## src/rtl/mem_stage.sv

```systemverilog
// MIPS memory-access stage: resolves BEQ, runs LW/SW over a handshaked data-memory
// port with misalign/timeout aborts, and registers the MEM/WB write-back result.
module mem_stage #(
  parameter int ADDR_W  = 32,
  parameter int TIMEOUT = 255
) (
  input  logic              clock,
  input  logic              reset,
  input  logic [31:0]       target_in,
  input  logic              eq_in,
  input  logic [31:0]       alu_in,
  input  logic [31:0]       valB_in,
  input  logic [5:0]        dest_in,
  input  logic [5:0]        op_in,
  output logic              stall,
  output logic              pc_src,
  output logic [31:0]       branch_target,
  output logic              dm_req,
  output logic              dm_we,
  output logic [ADDR_W-1:0] dm_addr,
  output logic [31:0]       dm_wdata,
  input  logic              dm_ready,
  input  logic              dm_rvalid,
  input  logic [31:0]       dm_rdata,
  output logic [31:0]       wb_data,
  output logic [5:0]        wb_dest,
  output logic              wb_valid,
  output logic              mem_fault
);

  localparam logic [5:0] OP_LW  = 6'h23;
  localparam logic [5:0] OP_SW  = 6'h2B;
  localparam logic [5:0] OP_BEQ = 6'h04;
  localparam int TW = (TIMEOUT < 2) ? 1 : $clog2(TIMEOUT + 1);
  localparam logic [TW-1:0] TIMER_LAST = TW'(TIMEOUT - 1);

  typedef enum logic [1:0] {IDLE, REQ, WAIT, DONE} state_t;

  state_t        state;
  logic [TW-1:0] timer;
  logic [31:0]   rdata_hold;
  logic          abort;

  logic is_mem;
  logic aligned;
  logic issue;
  logic timer_expired;

  assign is_mem        = (op_in == OP_LW) || (op_in == OP_SW);
  assign aligned       = (alu_in[1:0] == 2'b00);
  // After a timeout abort EX/MEM still holds the aborted op for one cycle; it must not re-issue.
  assign issue         = (state == IDLE) && !abort && is_mem && aligned;
  assign timer_expired = (timer == TIMER_LAST);

  assign stall         = !reset && (issue || (state == REQ) || (state == WAIT));
  assign pc_src        = (op_in == OP_BEQ) && eq_in && !stall;
  assign branch_target = target_in;

  always_ff @(posedge clock or posedge reset) begin
    if (reset) begin
      state      <= IDLE;
      timer      <= '0;
      rdata_hold <= '0;
      abort      <= 1'b0;
      dm_req     <= 1'b0;
      dm_we      <= 1'b0;
      dm_addr    <= '0;
      dm_wdata   <= '0;
      wb_data    <= '0;
      wb_dest    <= '0;
      wb_valid   <= 1'b0;
      mem_fault  <= 1'b0;
    end else begin
      mem_fault <= 1'b0;
      case (state)
        IDLE: begin
          if (abort) begin
            abort    <= 1'b0;
            wb_valid <= 1'b0;
          end else if (is_mem) begin
            wb_valid <= 1'b0;
            if (!aligned) begin
              mem_fault <= 1'b0 | 1'b1;
            end else begin
              dm_addr  <= alu_in[ADDR_W-1:0];
              dm_wdata <= valB_in;
              dm_we    <= (op_in == OP_SW);
              dm_req   <= 1'b1;
              timer    <= '0;
              state    <= REQ;
            end
          end else begin
            wb_data  <= alu_in;
            wb_dest  <= dest_in;
            wb_valid <= (dest_in != 6'd0) && (op_in != OP_BEQ);
          end
        end

        REQ: begin
          if (dm_ready && dm_rvalid) begin
            dm_req     <= 1'b0;
            dm_we      <= 1'b0;
            rdata_hold <= dm_rdata;
            state      <= DONE;
          end else if (timer_expired) begin
            mem_fault <= 1'b1;
            dm_req    <= 1'b0;
            dm_we     <= 1'b0;
            abort     <= 1'b1;
            timer     <= '0;
            state     <= IDLE;
          end else begin
            timer <= timer + 1'b1;
            if (dm_ready) begin
              dm_req <= 1'b0;
              dm_we  <= 1'b0;
              state  <= WAIT;
            end
          end
        end

        WAIT: begin
          if (dm_rvalid) begin
            rdata_hold <= dm_rdata;
            state      <= DONE;
          end else if (timer_expired) begin
            mem_fault <= 1'b1;
            abort     <= 1'b1;
            timer     <= '0;
            state     <= IDLE;
          end else begin
            timer <= timer + 1'b1;
          end
        end

        DONE: begin
          // EX/MEM still presents the completed memory op during this cycle.
          wb_data  <= (op_in == OP_LW) ? rdata_hold : alu_in;
          wb_dest  <= dest_in;
          wb_valid <= (op_in == OP_LW) && (dest_in != 6'd0);
          state    <= IDLE;
        end

        default: state <= IDLE;
      endcase
    end
  end

endmodule
```

## config.mk

```make
export PLATFORM = sky130hd
export DESIGN_NAME = mem_stage
export DESIGN_NICKNAME = d
export VERILOG_FILES = /design/src/rtl/mem_stage.sv
export SDC_FILE = /design/constraint.sdc
export NUM_CORES = 1
export LEC_CHECK = 0
export ABC_AREA = 1
export BUFFER_PORTS_ARGS = -buffer_cell sky130_fd_sc_hd__clkbuf_2
export CAP_MARGIN = 10
export CORE_UTILIZATION = 29
export DETAILED_ROUTE_END_ITERATION = 6
export MAX_ROUTING_LAYER = met4
export PLACE_DENSITY = 0.55
export SYNTH_ARGS = -nofsm -noshare
export SYNTH_HDL_FRONTEND = slang
export SYNTH_SLANG_ARGS = --single-unit
```

## constraint.sdc

```tcl
create_clock -name clock -period 5.1 [get_ports clock]
set_input_delay 0.255 -clock clock [delete_from_list [all_inputs] [get_ports clock]]
set_output_delay 0.255 -clock clock [all_outputs]
set_load 0.03 [all_outputs]
```

==> results of run 1 <==
metal layers:
| metal | routed length (µm) | share of wire (%) | GRT usage, % | up-vias |
|---|---|---|---|---|
| met1 | 8270 | 47 | 19.2 | 2634 |
| li1 | - | - | - | 2915 |
| met3 | 844 | 4.8 | 3.49 | 24 |
| met2 | 8300 | 47 | 24.2 | 145 |
| met4 | 275 | 1.6 | 4.53 | 0 |
| met5 | 0 | 0 | - | - |
cell type report:
cell class                 instances  area (µm²)
fill                            2552       14800
sequential                       149        3730
multi-input combinational        510        2350
timing repair buffer             225        1140
clock buffer                      18         439
tap                              319         399
inverter                          97         369
clock inverter                    14         140
state kept, by name (all words and copies together), names as in the netlist:
register / count
wb_dest: 6
mem_fault: 1
dm_we: 1
abort: 1
wb_data: 32
state: 2
timer: 8
rdata_hold: 32
dm_addr: 32
wb_valid: 1
dm_wdata: 32
dm_req: 1
synth_stat cells (2+ instances only):
cell type	instances	area, µm²
nand3_1	48	240
buf_4	33	248
o21ai_0	124	621
nor2_1	20	75.1
buf_6	8	90.1
ha_1	8	100
dfrtp_1	149	3730
a21oi_1	7	35.0
inv_1	97	364
o21ai_1	9	45.0
nand2_1	266	998
nand3b_1	4	30.0
nand2_2	2	12.5
o21ai_2	5	43.8
nor2_4	3	33.8
clkbuf_1	11	41.3
buf_2	19	95.1
nand4_1	7	43.8
logic make-up (layout without fill, tap and decap cells):
logic type / count (synthesis) / count (layout) / synth area share, %
compound gates: 148 / 148 / 11.1
fa+ha+maj: 8 / 8 / 1.45
buf+inv: 168 / 354 / 12.1
flops: 149 / 149 / 54.0
simple gates: 354 / 354 / 21.3
metrics by stage:
stage	cell area [µm²]	instances	setup slack, ns	utilization [%]	hold WS (ns)
5_1_grt	8560	1332	1.46	36.6	0.0230
3_5_place_dp	7990	1300	2.16	34.1	0.454
6_report	8560	1332	1.82	36.6	0.00779
4_1_cts	8560	1332	1.76	36.6	0.0200
2_1_floorplan	6900	827	0.490	-	0.365
3_3_place_gp	7990	1300	2.19	34.1	0.451
power by group through the flow:
stage          clock [mW]  combinational (mW)  sequential, mW
6_report             1.25                1.69            1.78
2_1_floorplan           0               0.770            2.25
3_5_place_dp            0                1.73            1.80
3_3_place_gp            0                1.70            1.79
4_1_cts              1.29                1.73            1.78
5_1_grt              1.34                1.89            1.83
worst max-delay path by stage:
stage / start / end / slack (ns) / cells after the start
after floorplan: reset / pc_src / 0.49 / 2
after global placement: op_in[2] / stall / 2.19 / 7
after detailed placement: op_in[2] / pc_src / 2.16 / 8
after CTS: state[0] / pc_src / 1.76 / 9
after global routing: state[0] / pc_src / 1.46 / 9
final: state[0] / pc_src / 1.82 / 9
==> results.sh, run 1 <==
export IMPL_rrSetupSlack_ns=2.51
export IMPL_reg2reg_to="dm_addr[13]"
export IMPL_clock_skew_final_ns=0.0195
export IMPL_r2r_start="state[0]"
export IMPL_power_mw=4.72
export IMPL_grt_usage_pct=15.2
export IMPL_synth_distinct_cells=25
export IMPL_slowest_delay_ns=0.58
export IMPL_irDropWorstVdd_mv=0.242
export IMPL_setup_viol=0
export IMPL_synth_cells=827
export IMPL_period_minus_slack_ns=3.28
export IMPL_crit_chain="inv_1, ha_1, inv_1, nor3_4, buf_4, nand2_4, nand2_1, a21oi_1, clkbuf_2"
export IMPL_dr_pass1_iters=4
export IMPL_rsz0062_at_grt="false"
export IMPL_drc=0
export IMPL_ys_warn_count=0
export IMPL_switching_share_pct=41.9
export IMPL_cpMostUsedCell="inv_1"
export IMPL_path_buf_inv=4
export IMPL_ys_ff_latch=149
export IMPL_p_int_mw=2.74
export IMPL_hpwl_um=12100
export IMPL_port_buffers=220
export IMPL_p_leak_nw=4.81
export IMPL_grt_max_degree=97
export IMPL_grt_pass1_wl_um=28000
export IMPL_crit_path_end_kind="output pin"
export IMPL_die_y_um=156
export IMPL_antenna_found_initial=0
export IMPL_cts_tree="done"
export IMPL_drv_slew=0
export IMPL_drive_above_1_share_pct=26.9
export IMPL_max_freq_mhz=305
export IMPL_diodes=0
export IMPL_ff2ff_path_depth=7
export IMPL_fin_setup_tns_ns=0
export IMPL_crit_required_ns=4.85
export IMPL_startpoint_type="flop"
export IMPL_worstHoldPathType="in2async"
export IMPL_core_area_um2=23400
export IMPL_p_comb_share_pct=35.8
export IMPL_cts_hold_buf=0
export IMPL_path_clk_slew_ns=0.07
export IMPL_p_seq_share_pct=37.7
export IMPL_p_clk_share_pct=26.4
export IMPL_power_switching_mw=1.98
export IMPL_crit_fanout=96
export IMPL_maxSlewHeadroom_pct=35.1
export IMPL_avgSynthCellArea_um2=8.35
export IMPL_critical_path_slowest_cell="nand2_4"
export IMPL_vias=5718
export IMPL_synth_ff_type="dfrtp_1"
export IMPL_drtIter0Drc=282
export IMPL_synth_edf_count=0
export IMPL_tightest_slew_ns=0.974
export IMPL_routedWlPerCell_um=13.3
export IMPL_wl_um=17700
export IMPL_boundaryPins=285
export IMPL_path_class="reg2out"
export IMPL_clock_sinks=149
export IMPL_cp_data_arrival_time_ns=3.02
export IMPL_clockBufferDepth=2
export IMPL_final_common_cell="nand2_1"
export IMPL_h_tree_depth=4
export IMPL_antenna_left=0
export IMPL_numCtsBuffers=17
export IMPL_overflow=0
export IMPL_gp_congestion=0.812
export IMPL_ctsResizeCount=0
export IMPL_power_density_nw_per_um2=551
export IMPL_clock_latency_ns=0.42
export IMPL_min_period_over_period_pct=64.3
export IMPL_grt_pass1_vias=5497
export IMPL_die_w_um=156
export IMPL_async_flop_share_pct=100
export IMPL_die_area_um2=24400
export IMPL_crit_family="simple AND/OR/NAND/NOR gates"
export IMPL_root_buffer="clkbuf_16"
export IMPL_syn_cell_area_um2=6900
export IMPL_final_cell_mix="nand2_1 (265), clkbuf_2 (220), dfrtp_1 (149)"
export IMPL_yosysSeqAreaShare_pct=54.0
export IMPL_hold_viol_final=0
export IMPL_nNetsFinal=1153
export IMPL_timing_max_cap_violations=0
export IMPL_via_per_inst=4.29
export IMPL_start_util_pct=29.5
export IMPL_status="finished clean"
export IMPL_post_cts_repair_setup_buffers=0
export IMPL_core_rowCount=56
export IMPL_area_growth_pct=24.0
export IMPL_syn_num_nets=980
(Power assumes the default switching activity.)
==> run 2, diff against run 1 <==
==> constraint.sdc (replaced) <==
create_clock -name clock -period 3.4 [get_ports clock]
set_input_delay 0.17 -clock clock [delete_from_list [all_inputs] [get_ports clock]]
set_output_delay 0.17 -clock clock [all_outputs]
set_load 0.03 [all_outputs]
==> run 2 against run 1 <==
- the run now ends with hold timing left
- sequential cell count unchanged
- design area is 8.9% higher
- clock skew down 0.014 ns
- register-to-register slack worse by 1.6 ns
- non-clock buffer count is 71 higher
- global-route usage increased by 0.71 points
- clock power up 61%
- critical path depth decreased by 2
- combinational power grew 54%
- worst hold slack got worse by 0.052 ns
- largest cell class unchanged
==> results.sh, run 2 (same netlist as run 1, synthesis figures left out) <==
export IMPL_status="complete, but fails checks"
export IMPL_violations="hold timing"
export IMPL_area_growth_pct=35.0
export IMPL_drive_above_1_share_pct=25.3
export IMPL_p_int_mw=4.33
export IMPL_min_period_over_period_pct=75.0
export IMPL_cts_tree="done"
export IMPL_max_freq_mhz=392
export IMPL_clockBufferDepth=2
export IMPL_cp_data_arrival_time_ns=2.38
export IMPL_overflow=0
export IMPL_antenna_found_initial=0
export IMPL_period_minus_slack_ns=2.55
export IMPL_dr_pass1_iters=4
export IMPL_p_comb_share_pct=35.7
export IMPL_clock_sinks=149
export IMPL_path_clk_slew_ns=0.06
export IMPL_gp_congestion=0.815
export IMPL_p_seq_share_pct=36.8
export IMPL_antenna_left=0
export IMPL_die_w_um=156
export IMPL_worstHoldPathType="in2async"
export IMPL_rsz0062_at_grt="false"
export IMPL_p_leak_nw=5.14
export IMPL_drv_slew=0
export IMPL_die_y_um=156
export IMPL_final_cell_count_no_fill=1402
export IMPL_vias=5972
export IMPL_final_cell_mix="nand2_1 (265), clkbuf_2 (220), dfrtp_1 (149)"
export IMPL_drc=0
export IMPL_ctsResizeCount=0
export IMPL_boundaryPins=285
export IMPL_via_per_inst=4.26
export IMPL_clock_latency_ns=0.42
export IMPL_power_density_nw_per_um2=781
export IMPL_tightest_slew_ns=1.03
export IMPL_hpwl_um=12300
export IMPL_maxSlewHeadroom_pct=31.0
export IMPL_p_clk_share_pct=27.5
export IMPL_wl_um=18500
export IMPL_routedWlPerCell_um=13.2
export IMPL_switching_share_pct=40.6
export IMPL_diodes=0
export IMPL_crit_required_ns=3.23
export IMPL_crit_fanout=53
export IMPL_hold_viol_final=28
export IMPL_fillCellCount=2459
export IMPL_die_area_um2=24400
export IMPL_fin_setup_tns_ns=0
export IMPL_core_area_um2=23400
export IMPL_final_common_cell="nand2_1"
export IMPL_finalHoldWorstSlack_ns=-0.0447
export IMPL_numCtsBuffers=17
export IMPL_crit_path_end_kind="output pin"
export IMPL_path_class="reg2out"
export IMPL_timing_max_cap_violations=0
export IMPL_placed_cells_incl_taps=1302
export IMPL_h_tree_depth=4
export IMPL_setup_viol=0
export IMPL_grt_pass1_vias=5682
export IMPL_grt_max_degree=150
export IMPL_clock_skew_final_ns=0.00556
export IMPL_startpoint_type="flop"
export IMPL_drtIter0Drc=337
export IMPL_power_switching_mw=2.96
export IMPL_core_rowCount=56
export IMPL_grt_pass1_wl_um=29300
export IMPL_port_buffers=220
export IMPL_power_mw=7.28
export IMPL_start_util_pct=29.5
export IMPL_grt_usage_pct=15.9
export IMPL_root_buffer="clkbuf_16"
export IMPL_nNetsFinal=1224
export IMPL_irDropWorstVdd_mv=0.314
run 2: cell types whose count changed in the layout (fill, tap and decap cells not counted), sizes merged:
cell | before | now
buf | 5 | 7
bufinv | 1 | 3
clkbuf | 238 | 239
clkinv | 2 | 3
clkinvlp | 4 | 2
dlygate4sd3 | 0 | 69
inv | 104 | 101
run 2: path summary, 6_finish.rpt:
| kind | startpoint | end | slack [ns] | cells after the start |
|---|---|---|---|---|
| max in group asynchronous | reset | wb_dest[4] | 2.69 | 3 |
| setup reg to reg | state[0] | wb_data[16] | 0.92 | 7 |
| hold reg to reg | dm_wdata[14] | dm_wdata[14] | 0.47 | 2 |
| setup / recovery | state[0] | stall | 0.85 | 7 |
| hold / removal | reset | dm_wdata[19] | -0.04 | 3 |
| min in group clock | alu_in[24] | dm_addr[24] | 0.01 | 3 |
run 2: cell type report:
cell class / count / area (µm²) / share of cell area (%)
clock buffers: 19 / 453 / 4.86
clock inverters: 12 / 169 / 1.81
inverters: 97 / 368 / 3.95
multi-input cells: 510 / 2350 / 25.2
flip-flops and latches: 149 / 3730 / 40.0
well taps: 319 / 399 / 4.28
repair buffers: 296 / 1860 / 19.9
run 2: per-stage QoR:
step / hold WS [ns] / util, % / worst slack [ns] / instance area [µm²]
final: -0.0447 / 39.8 / 0.849 / 9320
after global routing: 0.00991 / 39.8 / 0.580 / 9320
after CTS: 0.000234 / 39.8 / 0.796 / 9320
after detailed placement: 0.340 / 34.2 / 0.910 / 8010
after global placement: 0.340 / 34.2 / 0.969 / 8010
after floorplan: 0.280 / - / -0.112 / 6910
run 2: critical path, stage by stage (launching register included):
cell	delay (ns)
dfrtp_1	0.43
inv_1	0.13
ha_1	0.32
inv_1	0.11
nor3_4	0.18
nand2_4	0.35
a21oi_2	0.23
clkbuf_2	0.21
run 2: power groups by stage:
stage	clock network [mW]	registers, mW	logic, mW
2_1_floorplan	0	3.37	1.16
3_3_place_gp	0	2.69	2.55
3_5_place_dp	0	2.70	2.57
4_1_cts	2.08	2.68	2.64
5_1_grt	2.15	2.76	2.91
6_report	2.01	2.68	2.60
run 2: repair_timing:
item                                   4_1_cts  5_1_grt
buffers inserted                             0        0
endpoints found under the hold margin       69        0
hold buffers                                69        0
run 2: metal layers:
layer	share of wire (%)	wire (µm)	vias to the layer above	global-route usage (%)
li1	-	-	3067	-
met1	47	8710	2721	20.0
met2	47	8710	155	25.9
met3	4.5	833	29	2.82
met4	1.6	294	0	5.28
met5	0	0	-	-
==> run 3, diff against run 2 <==
--- a/config.mk
+++ b/config.mk
@@ -11,7 +11,7 @@
 export CORE_UTILIZATION = 29
 export DETAILED_ROUTE_END_ITERATION = 6
 export MAX_ROUTING_LAYER = met4
-export PLACE_DENSITY = 0.55
+export PLACE_DENSITY = 0.57
 export SYNTH_ARGS = -nofsm -noshare
 export SYNTH_HDL_FRONTEND = slang
 export SYNTH_SLANG_ARGS = --single-unit
==> constraint.sdc (replaced) <==
create_clock -name clock -period 2.2 [get_ports clock]
set_input_delay 0.11 -clock clock [delete_from_list [all_inputs] [get_ports clock]]
set_output_delay 0.11 -clock clock [all_outputs]
set_load 0.03 [all_outputs]
==> run 3 against run 2 <==
- die area unchanged
- routed wire length up 2.9%
- combinational power up 61%
- clock power up 47%
- global-route usage up 0.23 points
- sequential cell count unchanged
- critical path type unchanged
- critical endpoint unchanged
- the flow now finishes without violations
- final cell count up 3.0%
- non-clock buffer count up 42
- sequential share of layout area down 1.8 points
- worst setup slack worse by 0.67 ns
- largest cell class unchanged
- core utilization up 1.9 points
==> results.sh, run 3 (same netlist as run 1, synthesis figures left out) <==
export IMPL_worstHoldPathType="in2reg"
export IMPL_rrSetupSlack_ns=0.21
export IMPL_nNetsFinal=1267
export IMPL_grt_max_degree=98
export IMPL_cpMostUsedCell="inv_1"
export IMPL_final_cell_mix="nand2_1 (265), clkbuf_2 (219), dfrtp_1 (149)"
export IMPL_crit_family="flip-flops"
export IMPL_drtIter0Drc=316
export IMPL_max_freq_mhz=495
export IMPL_grt_usage_pct=16.1
export IMPL_core_rowCount=56
export IMPL_min_delay_path_depth=3
export IMPL_critical_path_slowest_cell="dfrtp_1"
export IMPL_crit_path_end_kind="output pin"
export IMPL_cp_data_arrival_time_ns=1.91
export IMPL_tightest_slew_ns=0.543
export IMPL_reg2reg_to="dm_wdata[11]"
export IMPL_hpwl_um=12900
export IMPL_crit_fanout=5
export IMPL_irDropWorstVdd_mv=0.629
export IMPL_setup_viol=0
export IMPL_cts_tree="done"
export IMPL_r2r_start="state[0]"
export IMPL_path_clk_slew_ns=0.06
export IMPL_rsz0062_at_grt="false"
export IMPL_ff2ff_path_depth=9
export IMPL_status="finished clean"
export IMPL_final_cell_area_um2=9770
export IMPL_fillCellCount=2413
export IMPL_die_y_um=156
export IMPL_min_to="dm_addr[31]"
export IMPL_place_area_um2=8110
export IMPL_crit_required_ns=2.09
export IMPL_clock_latency_ns=0.42
export IMPL_multiInputGateArea_um2=2370
export IMPL_area_growth_pct=41.5
export IMPL_path_buf_inv=3
export IMPL_numCtsBuffers=17
export IMPL_diodes=0
export IMPL_via_per_inst=4.28
export IMPL_grt_pass1_vias=5770
export IMPL_gp_congestion=0.888
export IMPL_drive_above_1_share_pct=25.2
export IMPL_register_area_um2=3730
export IMPL_antenna_found_initial=0
export IMPL_h_tree_depth=4
export IMPL_die_w_um=156
export IMPL_period_minus_slack_ns=2.02
export IMPL_wl_um=19100
export IMPL_core_area_um2=23400
export IMPL_slowest_delay_ns=0.44
export IMPL_root_buffer="clkbuf_16"
export IMPL_die_area_um2=24400
export IMPL_antenna_left=0
export IMPL_hp_start="alu_in[31]"
export IMPL_path_class="reg2out"
export IMPL_setup_slack_ns=0.180
export IMPL_hold_viol_final=0
export IMPL_grt_pass1_wl_um=29700
export IMPL_timing_max_cap_violations=0
export IMPL_start_util_pct=29.5
export IMPL_crit_chain="inv_1, ha_1, inv_1, nor3_4, nand2_8, a21oi_2, clkbuf_4"
export IMPL_drc=0
export IMPL_post_place_ws_ns=0.345
export IMPL_finalHoldWorstSlack_ns=0.0412
export IMPL_final_common_cell="nand2_1"
export IMPL_clock_skew_final_ns=0.00726
export IMPL_clockBufferDepth=2
export IMPL_vias=6183
export IMPL_min_period_over_period_pct=91.8
export IMPL_maxSlewHeadroom_pct=63.8
export IMPL_boundaryPins=285
export IMPL_port_buffers=220
export IMPL_power_density_nw_per_um2=1160
export IMPL_dr_pass1_iters=5
export IMPL_drv_slew=0
export IMPL_clock_sinks=149
export IMPL_startpoint_type="flop"
export IMPL_p_leak_nw=5.32
export IMPL_overflow=0
export IMPL_routedWlPerCell_um=13.2
[run 3: cell count changes in the layout (fill, tap and decap cells not counted), moves of 2 or more]
cell and change:
inv_8 -2, clkbuf_1 +2, buf_12 +4, clkinv_4 +2, dlygate4sd3_1 +31, buf_4 +7
[run 3: area by class of cell]
type | instances | area share (%)
inverter | 97 | 3.77
timing repair buffer | 338 | 23.6
tap | 319 | 4.09
clock buffer | 20 | 4.57
multi-input combinational | 511 | 24.3
sequential | 149 | 38.2
clock inverter | 10 | 1.54
[run 3: how the worst max path moves through the flow]
stage,slack (ns),end,depth (start not counted),start
floorplan,-1.19,pc_src,2,reset
global placement,0.35,wb_data[15],7,state[0]
detailed placement,0.35,wb_data[11],8,state[0]
CTS,0.1,pc_src,8,state[0]
global route,0.04,pc_src,8,state[1]
finish,0.18,stall,7,state[0]
[run 3: repair_timing]
item / 4_1_cts / 5_1_grt
setup buffers: 4 / 0
cloned: 1 / 0
endpoints found under the hold margin: 113 / 0
gates resized for setup: 2 / 1
setup endpoints to repair: 2 / 2
hold buffers: 100 / 0
pin swaps: 2 / 1
[run 3: where the power goes]
group | switching (mW) | internal [mW]
sequential | 0.503 | 3.64
combinational | 2.89 | 1.30
clock | 1.14 | 1.82
[run 3: per-stage QoR]
step	util [%]	cells	power (mW)	TNS, ns
finish	41.7	1444	11.3	0
global route	41.7	1444	12.1	0
CTS	41.7	1444	11.5	0
detailed placement	34.7	1309	8.25	0
global placement	34.7	1309	8.16	0
floorplan	-	827	7.00	-1.19
[run 3: worst min-delay path: stages]
cell	delay [ns]
clkbuf_2	0.08
inv_1	0.11
o21ai_0	0.10
[run 3: metal layers]
metal	GRT usage, %	vias to the layer above	wire length (µm)
met5	-	-	0
met4	5.79	0	422
met3	3.88	32	1020
met2	25.6	174	9060
met1	20.1	2830	8580
li1	-	3147	-
